## src/rtl/ramp_wave_gen_if.sv

```systemverilog
// Control and sample bundle for the staircase generator: en/div/mode in, out/index/wrap back.
// No handshake; the generator samples controls every cycle and en=0 freezes it.
interface ramp_wave_gen_if #(
    parameter int WIDTH = 8,
    parameter int IDX_W = 4,
    parameter int DIV_W = 16
);
    logic             en;
    logic [DIV_W-1:0] div;
    logic [1:0]       mode;
    logic [WIDTH-1:0] out;
    logic [IDX_W-1:0] index;
    logic             wrap;

    modport master (output en, div, mode, input out, index, wrap);
    modport slave  (input en, div, mode, output out, index, wrap);
endinterface

```

## src/rtl/ramp_wave_gen.sv

```systemverilog
// Staircase generator (saw up/down, triangle, square). Step index, level and wrap update one cycle after a tick edge.
// No backpressure: en=0 holds the prescaler and waveform, and re-latches the requested mode.
module ramp_wave_gen #(
    parameter  int WIDTH = 8,
    parameter  int STEPS = 10,
    parameter  int DIV_W = 16,
    localparam int IDX_W = $clog2(STEPS)
) (
    input logic           clk,
    input logic           rst,
    ramp_wave_gen_if.slave bus
);
    typedef enum logic [1:0] {
        MODE_UP   = 2'd0,
        MODE_DOWN = 2'd1,
        MODE_TRI  = 2'd2,
        MODE_SQR  = 2'd3
    } mode_e;

    localparam logic [WIDTH-1:0] MAXV  = '1;
    localparam logic [IDX_W-1:0] KMAX  = IDX_W'(STEPS - 1);
    localparam logic [IDX_W-1:0] KHALF = IDX_W'(STEPS / 2);
    localparam logic [IDX_W-1:0] K_ONE = IDX_W'(1);
    localparam logic [DIV_W-1:0] P_ONE = DIV_W'(1);

    // Levels are elaboration-time constants; 2*WIDTH bits hold k*MAXV without overflow.
    logic [WIDTH-1:0] lut [STEPS];
    for (genvar i = 0; i < STEPS; i++) begin : g_lut
        localparam logic [2*WIDTH-1:0] NUM = (2*WIDTH)'(i) * (2*WIDTH)'(MAXV);
        localparam logic [2*WIDTH-1:0] LVL = NUM / (2*WIDTH)'(STEPS - 1);
        assign lut[i] = LVL[WIDTH-1:0];
    end

    logic [DIV_W-1:0] pcnt;
    logic [IDX_W-1:0] k;
    logic [IDX_W-1:0] k_nxt;
    logic             dir_up;
    logic             dir_nxt;
    mode_e            act_mode;
    mode_e            req_mode;
    logic             wrap_q;
    logic             tick;
    logic             boundary;

    always_comb begin
        req_mode = mode_e'(bus.mode);
        tick     = bus.en && (pcnt >= bus.div);
        k_nxt    = k;
        dir_nxt  = dir_up;
        if (act_mode == MODE_TRI) begin
            if (dir_up) begin
                k_nxt = (k == KMAX) ? k - K_ONE : k + K_ONE;
            end else begin
                k_nxt = (k == '0) ? k + K_ONE : k - K_ONE;
            end
            // Turn around on arrival so each end value is held for a single tick.
            if (k_nxt == KMAX) begin
                dir_nxt = 1'b0;
            end else if (k_nxt == '0) begin
                dir_nxt = 1'b1;
            end
        end else begin
            k_nxt = (k == KMAX) ? '0 : k + K_ONE;
        end
        boundary = tick && (k_nxt == '0);
    end

    always_ff @(posedge clk or posedge rst) begin
        if (rst) begin
            pcnt     <= '0;
            k        <= '0;
            dir_up   <= 1'b1;
            act_mode <= MODE_UP;
            wrap_q   <= 1'b0;
        end else begin
            wrap_q <= boundary;
            if (bus.en) begin
                pcnt <= (pcnt >= bus.div) ? '0 : pcnt + P_ONE;
            end
            if (tick) begin
                k      <= k_nxt;
                dir_up <= dir_nxt;
            end
            if (!bus.en || boundary) begin
                act_mode <= req_mode;
                if (req_mode != act_mode) begin
                    dir_up <= 1'b1;
                end
            end
        end
    end

    always_comb begin
        case (act_mode)
            MODE_DOWN: bus.out = lut[KMAX - k];
            MODE_SQR:  bus.out = (k < KHALF) ? '0 : MAXV;
            default:   bus.out = lut[k];
        endcase
    end

    assign bus.index = k;
    assign bus.wrap  = wrap_q;
endmodule

```

## src/flat_wrapper.sv

```systemverilog
// flat-port wrapper written by rule: the top's interface ports become plain ports
module ramp_wave_gen_flat 
#(
    parameter  int WIDTH = 8,
    parameter  int STEPS = 10,
    parameter  int DIV_W = 16,
    localparam int IDX_W = $clog2(STEPS)
)
  (clk, rst, bus_en, bus_div, bus_mode, bus_out, bus_index, bus_wrap);
  ramp_wave_gen_if #(.WIDTH(WIDTH), .IDX_W(4), .DIV_W(DIV_W)) bus_i ();
  input logic clk;
  input logic rst;
  input wire logic [$bits(bus_i.en)-1:0] bus_en;
  input wire logic [$bits(bus_i.div)-1:0] bus_div;
  input wire logic [$bits(bus_i.mode)-1:0] bus_mode;
  output wire logic [$bits(bus_i.out)-1:0] bus_out;
  output wire logic [$bits(bus_i.index)-1:0] bus_index;
  output wire logic [$bits(bus_i.wrap)-1:0] bus_wrap;
  assign bus_i.en = bus_en;
  assign bus_i.div = bus_div;
  assign bus_i.mode = bus_mode;
  assign bus_out = bus_i.out;
  assign bus_index = bus_i.index;
  assign bus_wrap = bus_i.wrap;
  ramp_wave_gen #(.WIDTH(WIDTH), .STEPS(STEPS), .DIV_W(DIV_W)) u_core (.clk(clk), .rst(rst), .bus(bus_i));
endmodule
```

## config.mk

```make
export PLATFORM = sky130hd
export DESIGN_NAME = ramp_wave_gen_flat
export DESIGN_NICKNAME = d
export VERILOG_FILES = /design/src/rtl/ramp_wave_gen_if.sv /design/src/rtl/ramp_wave_gen.sv /design/src/flat_wrapper.sv
export SDC_FILE = /design/constraint.sdc
export NUM_CORES = 1
export LEC_CHECK = 0
export BUFFER_PORTS_ARGS = -buffer_cell sky130_fd_sc_hd__buf_2
export CAP_MARGIN = 25
export CORE_MARGIN = 5
export CORE_UTILIZATION = 45
export CTS_CLUSTER_DIAMETER = 100
export DETAILED_ROUTE_END_ITERATION = 10
export GPL_TIMING_DRIVEN = 1
export MAX_ROUTING_LAYER = met4
export PLACE_DENSITY = 0.62
export SLEW_MARGIN = 40
export SYNTH_ARGS = -nofsm -noshare
export SYNTH_HDL_FRONTEND = slang
export SYNTH_SLANG_ARGS = --single-unit
```

## constraint.sdc

```tcl
create_clock -name clk -period 5.8 [get_ports clk]
set_clock_uncertainty 0.1 [all_clocks]
set_input_delay 0.58 -clock clk [delete_from_list [all_inputs] [get_ports clk]]
set_output_delay 0.58 -clock clk [all_outputs]
set_load 0.1 [all_outputs]
```

Yosys cells after proc, flatten, opt, wreduce, memory -nomap -nowiden
Memory sizes are Yosys's and may differ from the RTL's.
Index checks and enable logic that the tools add are counted.
{ "totals": {"reg_bits": 24, "mem_bits_ro": 256, "memories": 2} }
{ "mem_list": {"columns": ["name", "depth", "word_bits", "read_ports", "rd_ports_with_merged_regs", "write_ports", "line", "source"], "rows": [
  ["(no name shown)", 16, 8, 1, 0, 0, "ramp_wave_gen.sv:95", "MODE_DOWN: bus.out = lut[KMAX - k];"],
  ["(no name shown)", 16, 8, 1, 0, 0, "ramp_wave_gen.sv:97", "default: bus.out = lut[k];"]
]} }
{ "classes": {"n_addsub": 4, "n_lt_le_gt_ge": 4, "eq_ne": 6, "mux": 19, "bitwise": 2, "reduce_logical": 7} }
{ "op_table": {"columns": ["operator", "n"], "rows": [
  ["2-to-1 mux 8 bit", 5],
  ["2-to-1 mux 4 bit", 6],
  ["adder 16 x 1 -> 16 bit (second input constant)", 1],
  ["greater-or-equal comparator 16 bit", 1],
  ["2-to-1 mux 16 bit", 1],
  ["one-hot mux 8 bit (2 select lines)", 1],
  ["zero test 4 bit", 3],
  ["greater-or-equal comparator 5 bit (second input constant)", 2],
  ["NOT 4 -> 5 bit", 2],
  ["equality test 4 bit (second input constant)", 2],
  ["2-to-1 mux 1 bit", 6],
  ["adder 4 x 1 -> 4 bit (second input constant)", 1],
  ["equality test 2 bit (second input constant)", 2],
  ["less-than comparator 4 x 3 -> 1 bit (second input constant)", 1],
  ["subtractor 4 x 1 -> 4 bit (second input constant)", 1],
  ["subtractor 4 bit (first input constant)", 1],
  ["equality test 2 x 1 -> 1 bit (second input constant)", 1],
  ["logical AND 1 bit", 2],
  ["inequality test 2 bit", 1],
  ["zero test 1 bit", 1],
  ["logical OR 1 bit", 1]
]} }

Depth between registers and ports, before layout
{ "depth": {"ltp_word": 11, "ltp_mapped": 10} }

Worst setup path before layout
No wires, ideal clock.
{ "synth_timing": {"path_kind": "register to output", "start": "register u_core.k[0], in the netlist u_core.bus.index[0]", "end": "output port bus_out[4]", "arrival_ns": 4.198, "t_required_ns": 5.120, "slack_ns": 0.922, "stages_incl_launch_ff": 8, "path_buffers": 1, "path_cell_list": "dfrtp_1 > buf_2 > inv_1 > ha_1 > inv_1 > nor2_1 > o31a_1 > o21ai_0"} }
{ "synth_via": {"elab_chain_cells": 6, "elab_cells_between_ends": 12, "classes_between": "add/sub (1); order compare (1); mux (6); bitwise (2); memory (2)"} }
{ "synth_rtl": {"columns": ["item", "line", "source"], "rows": [
  ["start, declared", "ramp_wave_gen.sv:35", "logic [IDX_W-1:0] k;"],
  ["start signal, assigned", "ramp_wave_gen.sv:81", "k <= k_nxt;"],
  ["subtractor 4 bit", "ramp_wave_gen.sv:95", null],
  ["NOT 4 -> 5 bit (implied by the code)", "ramp_wave_gen.sv:95", null],
  ["memory (16 x 8 bit)", null, null],
  ["2-to-1 mux 8 bit (implied by the code) (2 in series)", "ramp_wave_gen.sv:95", null],
  ["one-hot mux 8 bit (2 select lines) *", "ramp_wave_gen.sv:94", "case (act_mode)"],
  ["end, declared", "flat_wrapper.sv:16", "output wire logic [$bits(bus_i.out)-1:0] bus_out;"]
]} }
Mark *: on every way between the ends. The rest lies on a longest branch, timed or not. The select of a mux whose other input is x is not followed.

Worst setup path after layout
{ "layout_timing": {"start": "register u_core.k[2], in the netlist u_core.bus.index[2]", "end": "output port bus_out[3]"} }
The elaborated chain is that of the path after synthesis.

==> results by group <==
Floorplanning
  • Die area: 0.00668 mm^2
  • Ports: 34
  • Core area: 0.00504 mm^2
  • Die W: 81.7 um
  • FP Rows: 26
  • Die Height: 81.7 um
  • Initial core utilization: 45.9%

Synth
  • Mapped Avg Cell Area: 8.18 um^2
  • Synth area leaders: dfrtp_1 (25%), ha_1 (15%), nor2_1 (6.2%)
  • Synthesized Nets: 331
  • Yosys Warn Count: 0
  • Post-synthesis async set-or-reset flop share: 100%
  • #FFs+latches synth: 24
  • Main synth FF type: dfrtp_1
  • Post-Synthesis Cell Area: 0.00231 mm^2
  • Syn Inst Count: 283
  • Seq/Total Area, Yosys: 26.0%
  • Netlist cell types: 58
  • Post-synth EDFFs: 0
  • Top cell type's share of synthesized area: 24.9%
  • Synth area leader: dfrtp_1

CTS
  • CTS tree: built
  • CTS Hold Bufs: 0
  • Clk Latency, worst-skew pair: 0.28 ns
  • H-tree levels: 1
  • Number of CTS-inserted buffers: 3
  • Clock root buffer: clkbuf_8
  • CTS Sinks: 24
  • Clk pin slew, worst setup/hold paths: 0.10 ns
  • Clock buffer depth: 2
  • CTS resizes: 0
  • Post-CTS Setup Inserts: 0

Worst setup path
  • CP arrival: 2.86 ns
  • Crit start category: flop
  • Critical path fanouts, max: 14
  • Element type at the critical path end: primary output
  • Kind of critical path: reg -> out
  • Worst path required time: 5.12 ns

Detailed routing
  • Detailed Routing Iterations Pass 1: 4
  • # DRC: 0
  • Routed Wire Length: 5.20 mm
  • WL per Instance: 13.8 um
  • Vias: 2,056
  • Initial detailed-routing violation count: 143
  • Post-DRT Antenna Nets: 0
  • Via-to-Cell Ratio: 5.45

Global routing
  • Vias in the first global route: 2,083
  • Largest net degree at the start of global routing: 25
  • First-pass GRT wire length: 9.24 mm
  • Total gr overflow: 0
  • Tot GR Track Use: 17.4%
  • Initial antenna violation count: 0

Status
  • Status: finished, final reports clean

Timing
  • Final WS setup: 2.26 ns
  • Final Cycle Share: 61.1%
  • Minimum clock period: 3.54 ns
  • TNS Setup: 0 ns
  • Worst Tran Pin Value: 0.763 ns
  • Final setup viols: 0
  • Fin. Hold Viols: 0
  • RSZ-0062 raised after global routing: false
  • Fmax: 282 MHz
  • Fin Hold WS: 0.228 ns
  • Max_slew headroom: 49.1%
  • Slew Limit Fails: 0

Cells and area
  • Area Overhead vs Synth: 11.2%
  • Commonest non-fill, non-tap cell in the layout: nor2_1
  • Non-filler instance count after layout: 377
  • Most frequent cells in the layout: nor2_1 (37), buf_2 (33), ha_1 (27), inv_1 (24), dfrtp_1 (23)
  • Layout Nets: 356
  • Share of cells above drive strength 1: 17.9%
  • Ant. Diodes: 0

Pwr
  • Pwr/cell area: 216 mW/mm^2
  • Final Total Pwr: 0.556 mW
  • VDD IR max: 0.155 mV
  • Leak: 1.22 nW

Place
  • Placed Instances: 373
  • Port Buf Inserts: 33
  • Dpl ws: 2.61 ns
  • Gpl congestion: 0.828
  • DP HPWL: 3.95 mm

Worst hold path
  • Worst Hold Class: in -> async

Job
  • Max_cap viols: 0
## worst paths after layout
kind                                     startpoint                  to  slack (ns)  depth (start not counted)
worst max-delay path            u_core.bus.index[2]          bus_out[3]        2.26                          9
worst min-delay path                            rst      u_core.pcnt[8]        0.23                          2
worst max register to register  u_core.bus.index[0]  u_core.act_mode[0]        2.76                          8
worst min register to register      u_core.pcnt[11]     u_core.pcnt[11]        0.47                          2
max in group asynchronous                       rst       u_core.dir_up        5.01                          2
min in group clk                    u_core.pcnt[11]     u_core.pcnt[11]        0.47                          2
## power by group
part	leakage [nW]	switching (mW)	internal, mW
logic	0.881	0.115	0.0666
registers	0.308	0.0363	0.188
clock network	0.0357	0.0578	0.0924
total	1.22	0.209	0.347
## stage by stage
stage	instance area, um^2	util (%)
finish	2570	51.1
global route	2570	51.1
CTS	2570	51.1
floorplan	2310	-
global placement	2500	49.6
detailed placement	2500	49.7
## synth_stat cells (4+ instances only)
cell,count
ha_1,27
a211oi_1,6
nand2_1,18
clkbuf_1,8
dfrtp_1,23
nor3_1,5
nand4_1,4
nand3_1,10
nor2_1,38
inv_1,25
nand2b_1,6
a21oi_1,11
xor2_1,8
o21ai_0,21
xnor2_1,7
## area by class of cell
cell class | instances | area, um^2
fillers | 499 | 2470
multi-input cells | 220 | 1550
flip-flops and latches | 24 | 602
repair buffers | 33 | 165
inverters | 26 | 97.6
well taps | 70 | 87.6
clock buffers | 3 | 41.3
clock inverters | 1 | 30.0
## cell families after synthesis
kind of cell | Yosys count | share of synthesized area (%)
DFF | 24 | 26.0
and+or+nand+nor | 99 | 21.1
adders and majority gates | 27 | 14.6
buffers and inverters | 39 | 7.08
xor gates and xnor gates | 15 | 5.68
muxes | 6 | 2.76
AOI/OAI and AO/OA | 73 | 22.8
## sequential cells by signal, indices dropped and copies added, names as in the netlist
signal / count
u_core.pcnt: 16
u_core.bus.index: 4
u_core.act_mode: 2
u_core.bus.wrap: 1
u_core.dir_up: 1
## worst max-delay path, cell delays in order (launching register included)
cell	delay [ns]
dfrtp_1	0.63
inv_1	0.22
ha_1	0.33
xor2_1	0.44
and2_1	0.24
nor2_1	0.05
nor2_1	0.07
o21ai_0	0.09
nand2_1	0.09
buf_2	0.42
## routing by layer
layer | vias up | share of wire, % | track usage [%]
met1 | 956 | 51 | 22.8
met2 | 46 | 44 | 28.9
met3 | 9 | 4.1 | 3.07
li1 | 1045 | - | -
met5 | - | 0 | -
met4 | 0 | 0.81 | 2.16
Power figures use the tool's default switching activity.
